`src/rtl/muldiv_unit.sv`:
```
// Iterative multiply/divide unit feeding the HI/LO write port.
// Shift-add multiply and restoring divide on magnitudes, sign fix-up, then a one-cycle write bundle.
module muldiv_unit #(
  parameter int DATA_W = 32
) (
  input  logic              clk,
  input  logic              resetn,
  input  logic              start,
  input  logic [2:0]        op,
  input  logic [DATA_W-1:0] src_a,
  input  logic [DATA_W-1:0] src_b,
  input  logic              cancel,
  output logic              busy,
  output logic              done,
  output logic              hi_we,
  output logic              lo_we,
  output logic [DATA_W-1:0] wd_hi,
  output logic [DATA_W-1:0] wd_lo
);

  localparam int CW = (DATA_W > 1) ? $clog2(DATA_W) : 1;
  localparam logic [CW-1:0] CNT_LAST = CW'(DATA_W - 1);

  localparam logic [2:0] OP_MULT  = 3'b000;
  localparam logic [2:0] OP_MULTU = 3'b001;
  localparam logic [2:0] OP_DIV   = 3'b010;
  localparam logic [2:0] OP_DIVU  = 3'b011;
  localparam logic [2:0] OP_MTHI  = 3'b100;
  localparam logic [2:0] OP_MTLO  = 3'b101;

  typedef enum logic [1:0] {
    S_IDLE,
    S_CALC,
    S_FIX,
    S_WRITE
  } state_t;

  state_t state_q, state_d;

  // Multiply: {upper accumulator, multiplier shifting out}. Divide: low half holds dividend/quotient.
  logic [2*DATA_W-1:0] prod_q, prod_d;
  logic [DATA_W:0]     rem_q, rem_d;
  logic [DATA_W-1:0]   opnd_q, opnd_d;
  logic [CW-1:0]       cnt_q, cnt_d;
  logic                is_div_q, is_div_d;
  logic                neg_res_q, neg_res_d;
  logic                neg_rem_q, neg_rem_d;
  logic                dbz_q, dbz_d;

  logic                busy_q, busy_d;
  logic                done_q, done_d;
  logic                hi_we_q, hi_we_d;
  logic                lo_we_q, lo_we_d;
  logic [DATA_W-1:0]   wd_hi_q, wd_hi_d;
  logic [DATA_W-1:0]   wd_lo_q, wd_lo_d;

  logic                op_mul, op_div, op_signed, op_mthi, op_mtlo;
  logic                a_neg, b_neg;
  logic [DATA_W-1:0]   a_mag, b_mag;

  assign op_mul    = (op == OP_MULT) || (op == OP_MULTU);
  assign op_div    = (op == OP_DIV)  || (op == OP_DIVU);
  assign op_signed = (op == OP_MULT) || (op == OP_DIV);
  assign op_mthi   = (op == OP_MTHI);
  assign op_mtlo   = (op == OP_MTLO);

  assign a_neg = op_signed & src_a[DATA_W-1];
  assign b_neg = op_signed & src_b[DATA_W-1];
  assign a_mag = a_neg ? (-src_a) : src_a;
  assign b_mag = b_neg ? (-src_b) : src_b;

  // One iteration of each algorithm, evaluated every cycle and used only in CALC.
  logic [DATA_W:0]   mul_sum;
  logic [DATA_W+1:0] div_diff;
  logic              div_ge;

  assign mul_sum  = {1'b0, prod_q[2*DATA_W-1:DATA_W]} + (prod_q[0] ? {1'b0, opnd_q} : '0);
  assign div_diff = {rem_q, prod_q[DATA_W-1]} - {2'b00, opnd_q};
  assign div_ge   = ~div_diff[DATA_W+1];

  logic [2*DATA_W-1:0] fix_prod;
  logic [DATA_W-1:0]   fix_quo, fix_rem;

  // A zero divisor leaves the quotient all ones and the remainder equal to the dividend.
  assign fix_prod = neg_res_q ? (-prod_q) : prod_q;
  assign fix_quo  = (neg_res_q && !dbz_q) ? (-prod_q[DATA_W-1:0]) : prod_q[DATA_W-1:0];
  assign fix_rem  = neg_rem_q ? (-rem_q[DATA_W-1:0]) : rem_q[DATA_W-1:0];

  always_comb begin
    state_d   = state_q;
    prod_d    = prod_q;
    rem_d     = rem_q;
    opnd_d    = opnd_q;
    cnt_d     = cnt_q;
    is_div_d  = is_div_q;
    neg_res_d = neg_res_q;
    neg_rem_d = neg_rem_q;
    dbz_d     = dbz_q;
    busy_d    = busy_q;
    done_d    = 1'b0;
    hi_we_d   = 1'b0;
    lo_we_d   = 1'b0;
    wd_hi_d   = wd_hi_q;
    wd_lo_d   = wd_lo_q;

    case (state_q)
      S_IDLE: begin
        busy_d = 1'b0;
        if (start && !cancel) begin
          if (op_mul || op_div) begin
            state_d   = S_CALC;
            busy_d    = 1'b1;
            cnt_d     = '0;
            is_div_d  = op_div;
            prod_d    = {{DATA_W{1'b0}}, (op_div ? a_mag : b_mag)};
            opnd_d    = op_div ? b_mag : a_mag;
            rem_d     = '0;
            neg_res_d = a_neg ^ b_neg;
            neg_rem_d = a_neg;
            dbz_d     = (src_b == '0);
          end else if (op_mthi || op_mtlo) begin
            state_d = S_WRITE;
            busy_d  = 1'b1;
            done_d  = 1'b1;
            hi_we_d = op_mthi;
            lo_we_d = op_mtlo;
            if (op_mthi) begin
              wd_hi_d = src_a;
            end else begin
              wd_lo_d = src_a;
            end
          end
        end
      end

      S_CALC: begin
        if (cancel) begin
          state_d = S_IDLE;
          busy_d  = 1'b0;
        end else begin
          if (is_div_q) begin
            prod_d = {prod_q[2*DATA_W-1:DATA_W], prod_q[DATA_W-2:0], div_ge};
            rem_d  = div_ge ? div_diff[DATA_W:0] : {rem_q[DATA_W-1:0], prod_q[DATA_W-1]};
          end else begin
            prod_d = {mul_sum, prod_q[DATA_W-1:1]};
          end
          cnt_d = cnt_q + CW'(1);
          if (cnt_q == CNT_LAST) begin
            state_d = S_FIX;
          end
        end
      end

      S_FIX: begin
        if (cancel) begin
          state_d = S_IDLE;
          busy_d  = 1'b0;
        end else begin
          state_d = S_WRITE;
          done_d  = 1'b1;
          hi_we_d = 1'b1;
          lo_we_d = 1'b1;
          wd_hi_d = is_div_q ? fix_rem : fix_prod[2*DATA_W-1:DATA_W];
          wd_lo_d = is_div_q ? fix_quo : fix_prod[DATA_W-1:0];
        end
      end

      S_WRITE: begin
        // The bundle is already on the outputs, so a cancel here cannot retract it.
        state_d = S_IDLE;
        busy_d  = 1'b0;
      end

      default: begin
        state_d = S_IDLE;
        busy_d  = 1'b0;
      end
    endcase
  end

  always_ff @(posedge clk or negedge resetn) begin
    if (!resetn) begin
      state_q   <= S_IDLE;
      prod_q    <= '0;
      rem_q     <= '0;
      opnd_q    <= '0;
      cnt_q     <= '0;
      is_div_q  <= 1'b0;
      neg_res_q <= 1'b0;
      neg_rem_q <= 1'b0;
      dbz_q     <= 1'b0;
      busy_q    <= 1'b0;
      done_q    <= 1'b0;
      hi_we_q   <= 1'b0;
      lo_we_q   <= 1'b0;
      wd_hi_q   <= '0;
      wd_lo_q   <= '0;
    end else begin
      state_q   <= state_d;
      prod_q    <= prod_d;
      rem_q     <= rem_d;
      opnd_q    <= opnd_d;
      cnt_q     <= cnt_d;
      is_div_q  <= is_div_d;
      neg_res_q <= neg_res_d;
      neg_rem_q <= neg_rem_d;
      dbz_q     <= dbz_d;
      busy_q    <= busy_d;
      done_q    <= done_d;
      hi_we_q   <= hi_we_d;
      lo_we_q   <= lo_we_d;
      wd_hi_q   <= wd_hi_d;
      wd_lo_q   <= wd_lo_d;
    end
  end

  assign busy  = busy_q;
  assign done  = done_q;
  assign hi_we = hi_we_q;
  assign lo_we = lo_we_q;
  assign wd_hi = wd_hi_q;
  assign wd_lo = wd_lo_q;

endmodule

```
`config.mk`:
```
export PLATFORM = sky130hd
export DESIGN_NAME = muldiv_unit
export DESIGN_NICKNAME = d
export VERILOG_FILES = /design/src/rtl/muldiv_unit.sv
export SDC_FILE = /design/constraint.sdc
export NUM_CORES = 1
export LEC_CHECK = 0
export ABC_AREA = 1
export ABC_CLOCK_PERIOD_IN_PS = 3120
export BUFFER_PORTS_ARGS = -buffer_cell sky130_fd_sc_hd__buf_2
export CORE_ASPECT_RATIO = 2
export CORE_MARGIN = 5
export CORE_UTILIZATION = 40
export DETAILED_ROUTE_END_ITERATION = 8
export PLACE_DENSITY = 0.61
export SLEW_MARGIN = 0
export SYNTH_ARGS = -nofsm -noshare
export SYNTH_HDL_FRONTEND = slang
export SYNTH_SLANG_ARGS = --single-unit
```
`constraint.sdc`:
```
create_clock -name clk -period 3.12 [get_ports clk]
set_clock_uncertainty 0.1 [all_clocks]
set_input_delay 0.156 -clock clk [delete_from_list [all_inputs] [get_ports clk]]
set_output_delay 0.156 -clock clk [all_outputs]
set_load 0.01 [all_outputs]
```
==> summary.log <==
[route] wire length on met2 49420 um
[timing] final hold viol count 0
[power_and_ir_drop] Internal Pwr Total 9.485 mW
[worst_setup_path] Worst Path Class, Setup reg2reg
[placed_design] routability-driven placement congestion ratio 1.045
[timing] Achievable Freq 345.9 MHz
[logic_synthesis] Syn. warnings 0
[logic_synthesis] count of flip-flops with a built-in enable after synthesis 0
[power_and_ir_drop] leakage power 11.37 nW
[timing] Min Hold Slack 7.225 ps
[logic_synthesis] top cells by count, synth sky130_fd_sc_hd__nand2_1, sky130_fd_sc_hd__nor2_1, sky130_fd_sc_hd__inv_1
[timing] transition at the pin with the smallest max-transition slack 821.7 ps
[route] Vias 23230
[die] Top Ports 139
[clock_network] later-pin clock latency in the skew report 560 ps
[die] Starting Density 40.42%
[logic_synthesis] top flip-flop cell by instance count after synthesis sky130_fd_sc_hd__dfrtp_1
[power_and_ir_drop] fraction of power consumed by the clock network 13.8%
[logic_synthesis] most frequent cell after synthesis sky130_fd_sc_hd__nand2_1
[power_and_ir_drop] maximum vdd ir drop 1.080 mV
[finish] Net count, final 3571
[route] Met1 Wirelength 31980 um
[worst_setup_path] Startpoint Class flip-flop
[clock_network] number of setup buffers added after CTS 0
[placed_design] post-detailed-placement half-perimeter wirelength 80830 um
[timing] Final setup violation count 0
[timing] unrepaired setup endpoints after global routing no
[worst_setup_path] data arrival time of the critical path 3230 ps
[placed_design] post-placement worst setup slack 242.0 ps
[global_routing] grt ovf 0
[die] Die Area 54550 um^2
[logic_synthesis] instance count of the mapped netlist 3283
[power_and_ir_drop] portion of total power attributed to sequential cells 25.0%
[worst_setup_path] cell family with most CP delay simple AND/OR/NAND/NOR gates
[worst_setup_path] worst path required time 3460 ps
[worst_setup_path] most repeated library cell on the critical path sky130_fd_sc_hd__nand2_1
[route] post-detailed-routing wire length 99260 um
[power_and_ir_drop] switching part of the total 55.50%
[die] width of the die 167.7 um
[clock_network] clock tree from TritonCTS done
[clock_network] maximum count of clock buffers along a single path 3
[power_and_ir_drop] power density over cell area 951.4 nW/um^2
[route] ANT nets after route 0
[worst_setup_path] delay of the slowest critical-path stage 470 ps
[timing] Max Slew Vio Count 0
[timing] post-layout min period 2891 ps
[die] Row Count 115
[finish] number of antenna cells inserted 0
[worst_setup_path] Worst Path Buf+Inv 3
[finish] layout overhead on the synthesized area 12.63%
[worst_setup_path] Critical-path top delay cell sky130_fd_sc_hd__dfrtp_1
[job] max-capacitance violation count 0
[global_routing] maximum number of pins on one net before global-route repair 91
[power_and_ir_drop] Final Total Pwr 21.31 mW
[route] Top Layer Used met4
[die] core area 49210 um^2
[timing] final cycle utilization of the critical path 92.65%
[logic_synthesis] Post-Syn Nets 3430
[global_routing] number of global-route vias before repair 22920
[route] DRC marker count from the first detailed-route iteration 1964
[route] routed length per instance 24.35 um
[logic_synthesis] Avg Inst Size Synth 6.058 um^2
[logic_synthesis] async set-or-reset flop fraction in the synthesized netlist 100.0%
[die] die extent in y 325.4 um
[logic_synthesis] sequential element share of the synthesized area 26.17%
[route] detailed route wirelength on metal3 4894 um
[route] ratio of routed vias to standard cells 5.699
[route] DRC violations left 0
[logic_synthesis] Netlist cell types 52
[clock_network] number of buffers created by CTS 23
[min_path] worst min-delay path class in2async
[clock_network] clock root cell sky130_fd_sc_hd__clkbuf_16
[global_routing] number of antenna violations at the first check in global routing 0
[timing] setup total negative slack 0 ps
[clock_network] H-tree levels 1
[route] number of iterations in the first detailed-routing pass 8
[clock_network] CTS sink cnt 208
[power_and_ir_drop] power share of the combinational group 61.2%
[outcome] run status complete, no violations
[power_and_ir_drop] P_sw 11.83 mW
[logic_synthesis] netlist area before placement 19890 um^2
[timing] relative max-transition margin 45.14%
[global_routing] All-Layer GR Usage 35.08%
[logic_synthesis] flip-flop and latch count after synthesis 208
[worst_setup_path] Crit. End Element flip-flop
[clock_network] clock slew at reported path FFs 70 ps
[timing] worst setup slack after layout 229.3 ps
[logic_synthesis] cell types with the largest area share after synthesis sky130_fd_sc_hd__dfrtp_1, sky130_fd_sc_hd__nand2_1, sky130_fd_sc_hd__nor2_1
[logic_synthesis] library cell with the largest summed area after synthesis sky130_fd_sc_hd__dfrtp_1
[global_routing] wire length of the first global-routing pass 143600 um
[placed_design] count of input and output buffers 138
[worst_setup_path] cells traversed along the worst timing path buf_12, nand2_1, inv_1, ha_1, nand2_1, nor2_1, nand2_1, inv_1, nand4_1, o211ai_1, a21oi_1, o21ai_1, o21ai_1
[logic_synthesis] area fraction of the dominant cell type after synthesis 26.17%
[finish] fraction of layout cells with a size suffix above 1 10.10%
[worst_setup_path] maximum fanout along the worst path 31
## cells by family after synthesis
group	count (synthesis)	share of synthesized area [%]
xor+xnor	65	2.862
compound gates	552	16.00
simple gates	1899	40.25
fa+ha+maj	76	4.857
buf+inv	483	9.864
flops	208	26.17
## worst register-to-register path, stage by stage (launching register included)
cell                       delay [ps]
sky130_fd_sc_hd__dfrtp_1          470
sky130_fd_sc_hd__buf_12           210
sky130_fd_sc_hd__nand2_1           90
sky130_fd_sc_hd__inv_1             90
sky130_fd_sc_hd__ha_1             380
sky130_fd_sc_hd__nand2_1          190
sky130_fd_sc_hd__nor2_1           290
sky130_fd_sc_hd__nand2_1          200
sky130_fd_sc_hd__inv_1            100
sky130_fd_sc_hd__nand4_1          130
sky130_fd_sc_hd__o211ai_1         200
sky130_fd_sc_hd__a21oi_1          100
sky130_fd_sc_hd__o21ai_1          150
sky130_fd_sc_hd__o21ai_1           90
## timing repair
action / CTS / global route
hold buffers: 17 / 0
endpoints found under the hold margin: 176 / 0
resized for setup: 0 / 2
endpoints found under the setup margin: 0 / 2
## cells in the final DEF (no fill, tap or decap), drive strengths merged, types with 2 or more instances in the layout
cell and count:
nor2 487, o211ai 30, clkbuf 26, xnor2 20, xor2 45, ha 74, bufinv 4, o21bai 14
o21ai 228, o22ai 25, or2 19, a22oi 23, a21o 8, clkinvlp 2, nand3 313, clkinv 4
dlygate4sd3 17, a21oi 168, nand2 987, dfrtp 208, nand3b 23, inv 373, buf 208, nand4 32
fa 2, a31oi 27, nor4 3, and2 3, a221oi 19, o21a 5, a21boi 2, nor3 30
## registers in the layout, indices dropped and copies added (netlist names)
name	cells
lo_we	1
hi_we	1
neg_res_q	1
wd_lo	32
neg_rem_q	1
state_q	2
done	1
prod_q	64
dbz_q	1
cnt_q	5
is_div_q	1
rem_q	33
wd_hi	32
busy	1
opnd_q	32
## power by group through the flow
| stage | combinational, mW | sequential [mW] | clock, mW |
|---|---|---|---|
| after floorplan | 8.25 | 4.72 | 0 |
| after global placement | 12.8 | 5.29 | 0 |
| after detailed placement | 12.8 | 5.30 | 0 |
| after CTS | 12.9 | 5.25 | 2.98 |
| after global routing | 14.2 | 5.37 | 3.05 |
| final | 13.0 | 5.32 | 2.95 |
## area by class of cell
class,instances,area (um^2)
clock inverters,9,153.9
inverters,374,1404
repair buffers,225,1496
multi-input cells,2592,12740
fillers,5480,26810
well taps,643,804.5
clock buffers,26,596.8
flip-flops and latches,208,5205
## layer usage
layer  vias up  GRT usage, %
li1      10970             -
met1     10900         34.04
met3       407         3.867
met5         -             0
met2       956         62.26
met4         0         35.05
## per-stage QoR
step,instances,util [%],area [um^2]
floorplan,3283,-,19890
CTS,4077,45.51,22400
global placement,4025,43.64,21480
detailed placement,4025,43.64,21480
global route,4077,45.52,22400
finish,4077,45.52,22400
## worst paths after layout
| check | start | endpoint | slack [ps] | depth (start not counted) |
|---|---|---|---|---|
| worst max-delay path | prod_q[0]$_DFFE_PN0P_ | prod_q[50]$_DFFE_PN0P_ | 230 | 13 |
| worst min-delay path | resetn | prod_q[54]$_DFFE_PN0P_ | 7 | 2 |
| worst max register to register | prod_q[0]$_DFFE_PN0P_ | prod_q[50]$_DFFE_PN0P_ | 230 | 13 |
| worst min register to register | wd_lo[13]$_DFFE_PN0P_ | wd_lo[13]$_DFFE_PN0P_ | 380 | 2 |
| max in group asynchronous | resetn | wd_lo[28]$_DFFE_PN0P_ | 1970 | 3 |
| min in group clk | src_a[8] | wd_hi[8]$_DFFE_PN0P_ | 20 | 5 |
No activity file was read; power rests on OpenSTA's default activity.
